[src/rtl/prog_loader.sv]
// prog_loader: byte-serial program loader feeding the n1 core's instruction RAM.
// Frame: 0xA5 (SYNC), START, COUNT, then COUNT big-endian 16-bit words.
// Optional build macro PROG_LOADER_CHECKSUM_EN appends an XOR checksum byte
// covering START, COUNT and every data byte.
module prog_loader #(
    parameter  int RAM_WORDS = 128,
    localparam int ADDR_BITS = $clog2(RAM_WORDS)
) (
    input  logic                 clk,
    input  logic                 rst_n,
    input  logic                 en,
    input  logic                 in_valid,
    input  logic [7:0]           in_data,
    output logic                 in_ready,
    output logic                 mem_we,
    output logic [ADDR_BITS-1:0] mem_addr,
    output logic [15:0]          mem_wdata,
    output logic                 busy,
    output logic                 done,
    output logic                 err
);

    localparam logic [7:0] SYNC_BYTE = 8'hA5;

    typedef enum logic [3:0] {
        ST_IDLE,
        ST_ADDR,
        ST_CNT,
        ST_HI,
        ST_LO,
        ST_WRITE,
`ifdef PROG_LOADER_CHECKSUM_EN
        ST_CSUM,
`endif
        ST_DONE,
        ST_ERR
    } state_t;

    state_t               state;
    state_t               next_state;
    logic [ADDR_BITS-1:0] addr_q;
    logic [7:0]           cnt_q;
    logic [7:0]           hi_q;
`ifdef PROG_LOADER_CHECKSUM_EN
    logic [7:0]           csum_q;
`endif

    logic take;
    logic is_sync;
    logic cnt_bad;

    // A byte moves only when the registered ready and the source valid coincide.
    assign take    = en && in_valid && in_ready;
    assign is_sync = (in_data == SYNC_BYTE);
    assign cnt_bad = (in_data == 8'd0) || ({24'd0, in_data} > RAM_WORDS);

    assign mem_addr = addr_q;

    // State register.
    always_ff @(posedge clk or negedge rst_n) begin
        // NOTE: sequential state uses non-blocking (<=) so every flop samples pre-edge values.
        if (!rst_n) state <= ST_IDLE;
        else        state <= next_state;
    end

    // Next-state decode; dropping en overrides everything and parks the loader in IDLE.
    always_comb begin
        // NOTE: default assigned first so every path drives next_state and no latch is inferred.
        next_state = state;
        if (!en) begin
            next_state = ST_IDLE;
        end else begin
            case (state)
                ST_IDLE, ST_DONE, ST_ERR: if (take && is_sync) next_state = ST_ADDR;
                ST_ADDR:  if (take) next_state = ST_CNT;
                ST_CNT:   if (take) next_state = cnt_bad ? ST_ERR : ST_HI;
                ST_HI:    if (take) next_state = ST_LO;
                ST_LO:    if (take) next_state = ST_WRITE;
                ST_WRITE: begin
                    if (cnt_q != 8'd1) begin
                        next_state = ST_HI;
                    end else begin
`ifdef PROG_LOADER_CHECKSUM_EN
                        next_state = ST_CSUM;
`else
                        next_state = ST_DONE;
`endif
                    end
                end
`ifdef PROG_LOADER_CHECKSUM_EN
                ST_CSUM:  if (take) next_state = (in_data == csum_q) ? ST_DONE : ST_ERR;
`endif
                default:  next_state = ST_IDLE;
            endcase
        end
    end

    // Registered outputs decoded from the state being entered, so they line up with it.
    always_ff @(posedge clk or negedge rst_n) begin
        if (!rst_n) begin
            in_ready <= 1'b0;
            mem_we   <= 1'b0;
            busy     <= 1'b0;
            done     <= 1'b0;
            err      <= 1'b0;
        end else begin
            in_ready <= en && (next_state != ST_WRITE);
            mem_we   <= (next_state == ST_WRITE);
            busy     <= !(next_state inside {ST_IDLE, ST_DONE, ST_ERR});
            done     <= (next_state == ST_DONE);
            err      <= (next_state == ST_ERR);
        end
    end

    // Frame datapath: address/count/byte capture, write data, running checksum.
    always_ff @(posedge clk or negedge rst_n) begin
        if (!rst_n) begin
            addr_q    <= '0;
            cnt_q     <= 8'd0;
            hi_q      <= 8'd0;
            mem_wdata <= 16'd0;
`ifdef PROG_LOADER_CHECKSUM_EN
            csum_q    <= 8'd0;
`endif
        end else if (en) begin
            case (state)
                ST_IDLE, ST_DONE, ST_ERR: begin
`ifdef PROG_LOADER_CHECKSUM_EN
                    if (take && is_sync) csum_q <= 8'd0;
`endif
                end
                ST_ADDR: if (take) begin
                    // Only the low ADDR_BITS bits of START select the first word.
                    addr_q <= ADDR_BITS'(in_data);
`ifdef PROG_LOADER_CHECKSUM_EN
                    csum_q <= csum_q ^ in_data;
`endif
                end
                ST_CNT: if (take) begin
                    cnt_q <= in_data;
`ifdef PROG_LOADER_CHECKSUM_EN
                    csum_q <= csum_q ^ in_data;
`endif
                end
                ST_HI: if (take) begin
                    hi_q <= in_data;
`ifdef PROG_LOADER_CHECKSUM_EN
                    csum_q <= csum_q ^ in_data;
`endif
                end
                ST_LO: if (take) begin
                    mem_wdata <= {hi_q, in_data};
`ifdef PROG_LOADER_CHECKSUM_EN
                    csum_q <= csum_q ^ in_data;
`endif
                end
                ST_WRITE: begin
                    // Power-of-two depth: the address wraps naturally at RAM_WORDS.
                    addr_q <= addr_q + ADDR_BITS'(1);
                    cnt_q  <= cnt_q - 8'd1;
                end
                default: ;
            endcase
        end
    end

endmodule

[config.mk]
export PLATFORM = sky130hd
export DESIGN_NAME = prog_loader
export DESIGN_NICKNAME = d
export VERILOG_FILES = /design/src/rtl/prog_loader.sv
export SDC_FILE = /design/constraint.sdc
export NUM_CORES = 1
export LEC_CHECK = 0
export CORE_UTILIZATION = 25
export DETAILED_ROUTE_END_ITERATION = 8
export GPL_TIMING_DRIVEN = 0
export PLACE_DENSITY = 0.45
export SLEW_MARGIN = 0
export SYNTH_ARGS = -nofsm -noshare
export SYNTH_HDL_FRONTEND = slang
export SYNTH_SLANG_ARGS = --single-unit
[constraint.sdc]
create_clock -name clk -period 2.9 [get_ports clk]
set_clock_uncertainty 0.2 [all_clocks]
set_input_delay 0.725 -clock clk [delete_from_list [all_inputs] [get_ports clk]]
set_output_delay 0.725 -clock clk [all_outputs]
set_load 0.05 [all_outputs]
==> metrics.yaml <==
yosys:
  synthTopCellsByArea: "dfrtp_1, mux2_2, mux2_1"
  synth_top_area_share_pct: 51.95
  ys_seq_elements: 48
  avgSynthCellArea_um2: 11.17
  synth_top_cell_by_area: "dfrtp_1"
  synth_edf_count: 0
  synthCells: 207
  yosys_warnings: 0
  yosysUniqueCellTypes: 49
  syn_nets: 222
  ys_async_sr_fraction_pct: 100.0
  syn_area_um2: 2312
  synthFlopType: "dfrtp_1"
  yosysSeqAreaShare_pct: 51.95
flow_run:
  max-cap-violations: 0
worst_setup_path:
  cp_max_fo: 4
  critPathLaunchType: "input port"
  arrival_ps: 2700
  crit_chain: "clkdlybuf4s50_1, or4_4, nand4bb_4, a32oi_2, o21ai_2, a311oi_1"
  crit_required_ps: 2900
  cp_top_family: "simple AND/OR/NAND/NOR gates"
  r2r_slack_ps: 540
  cpPeakStageDelay_ps: 610
  crit_slowest_cell: "or4_4"
  worst-path-buf-inv: 1
  critical_path_class: "input port to flip-flop"
  r2r_end: "mem_wdata[15]$_DFFE_PN0P_"
  r2r_start: "state[0]$_DFF_PN0_"
  reg2regPathDepth: 5
  end_kind: "flip-flop"
floorplan:
  floorplan.initialDensity_pct: 26.13
  ioPinCount: 40
  die_area_um2: 9637
  core_um2: 8848
  fp.dieH_um: 98.17
  die_w_um: 98.17
  rows: 34
power_and_ir_drop:
  power.density_nw_per_um2: 426.3
  peakVddDrop_mv: 0.2309
  leakagePower_uw: 0.001328
sta:
  setup_slack_ps: 194.0
  rsz0062_at_grt: "false"
  fin_hold_ws_ps: 133.6
  fmax_mhz: 369.5
  fin_crit_ps: 2706
  setup_viol_count_final: 0
  post-route-period-util_pct: 93.31
  slew_headroom_pct: 45.72
  worstMarginPinSlew_ps: 811.2
  final_max_slew_viol_count: 0
  hold_viol: 0
cts:
  cts_made_buffers: 5
  cts_setup_buffers: 0
  cts_tree: "yes"
  htreeDepth: 2
  clk_path_buf_depth: 2
  clkSlewWorstSetupHoldPaths_ps: 90
  cts.repair.resized: 0
  root_buffer: "clkbuf_8"
  clk_latency_ps: 300
  cts_sinks: 48
  cts_hold_buf: 0
grt:
  grt_pass1_vias: 1746
  overflow: 0
  grt_max_degree: 34
  grt_pass1_wl_um: 9535
  grt_antenna_before_repair: 0
  track_usage_pct: 12.31
finish:
  drive_above_1_share_pct: 14.57
  fillCellCount: 924
  diodes: 0
  layout_common_cells: "dfrtp_1, clkdlybuf4s50_1, nor2_1, a21oi_1, mux2_2"
  syn2layout_area_growth_pct: 28.19
  layout_commonest_cell: "dfrtp_1"
  nNetsFinal: 268
drt:
  vias_per_cell: 4.901
  drt_first_pass_iters: 6
  avgRoutedWirePerCell_um: 15.21
  drtIter0Drc: 77
  final_antenna_net_count: 0
  drc: 3
  vias: 1774
  totalWireLength_um: 5506
status:
  violations: "DRC"
  status: "complete, but fails checks"
placed_design:
  post-dp-hpwl_um: 4093
  dp_slack_ps: -163.7
  port_buffers: 38
  gp_congestion: 0.7850
worst_hold_path:
  hold_class: "input port to async pin"
## report_power, final
part	switching, uW	internal, uW	leakage (uW)
Clock	235	282	0.0000614
Combinational	44.9	26.0	0.000601
Sequential	3.65	671	0.000666
Total	284	980	0.00133
## per-layer routing
metal / global-route usage [%] / vias up / wire length (um)
met4: 1.722 / 0 / 13
met1: 18.79 / 877 / 2915
met5: 0 / - / 0
met3: 2.649 / 2 / 170
li1: - / 856 / -
met2: 18.09 / 39 / 2407
## cells in the mapped netlist, types with 2 or more instances
| cell type | count |
|---|---|
| clkbuf_1 | 5 |
| mux2_1 | 9 |
| o21bai_1 | 2 |
| and3_1 | 3 |
| buf_2 | 4 |
| dfrtp_1 | 48 |
| mux2_2 | 16 |
| inv_1 | 5 |
| nand2_1 | 8 |
| a21o_1 | 2 |
| a31oi_1 | 6 |
| o22a_1 | 9 |
| nor3_1 | 5 |
| a21oi_1 | 16 |
| o21ai_1 | 3 |
| a41oi_1 | 2 |
| and2_1 | 2 |
| nor2_1 | 22 |
| nor3b_1 | 2 |
| o21ai_0 | 2 |
| nand4_1 | 2 |
| ha_1 | 3 |
| nand3_1 | 5 |
## logic make-up after synthesis
kind of cell	count (synthesis)	share of synthesized area, %
multiplexers	25	12.18
AO/OA/AOI/OAI	53	16.24
flip-flops	48	51.95
AND/OR/NAND/NOR	62	15.21
other	1	0.1622
adder cells (fa/ha/maj)	3	1.624
buffers and inverters	15	2.652
## flip-flops by register name, indices dropped and copies added, names as in the netlist
register / flops
cnt_q: 8
mem_we: 1
busy: 1
state: 4
hi_q: 8
err: 1
mem_wdata: 16
in_ready: 1
mem_addr: 7
done: 1
## area by class of cell
| cell class | instances | area (um^2) | area share, % |
|---|---|---|---|
| sequential | 48 | 1201 | 40.52 |
| multi-input combinational | 144 | 1050 | 35.42 |
| timing repair buffer | 39 | 395.4 | 13.34 |
| tap | 108 | 135.1 | 4.559 |
| clock buffer | 6 | 82.58 | 2.786 |
| buffer | 10 | 42.54 | 1.435 |
| clock inverter | 2 | 38.79 | 1.309 |
| inverter | 5 | 18.77 | 0.6332 |
## through the flow
stage	instances	total power [uW]	setup TNS [ps]	area (um^2)	utilization, %
2_1_floorplan	207	711.5	0	2312	-
5_1_grt	362	1325	0	2964	33.50
6_report	362	1263	0	2964	33.50
3_3_place_gp	353	759.0	-31600	2828	31.96
3_5_place_dp	354	761.1	-365.2	2843	32.13
4_1_cts	362	1289	0	2964	33.50
## worst max-delay path by stage
stage	start	slack [ps]	end	cells past startpoint
floorplan	in_data[4]	560	busy$_DFF_PN0_	5
global placement	rst_n	-650	in_ready$_DFF_PN0_	1
detailed placement	in_data[4]	-160	busy$_DFF_PN0_	6
CTS	in_data[4]	160	busy$_DFF_PN0_	6
global route	in_data[4]	90	err$_DFF_PN0_	6
finish	in_data[4]	190	busy$_DFF_PN0_	6
Note: power is estimated with default switching activity, not from simulation.
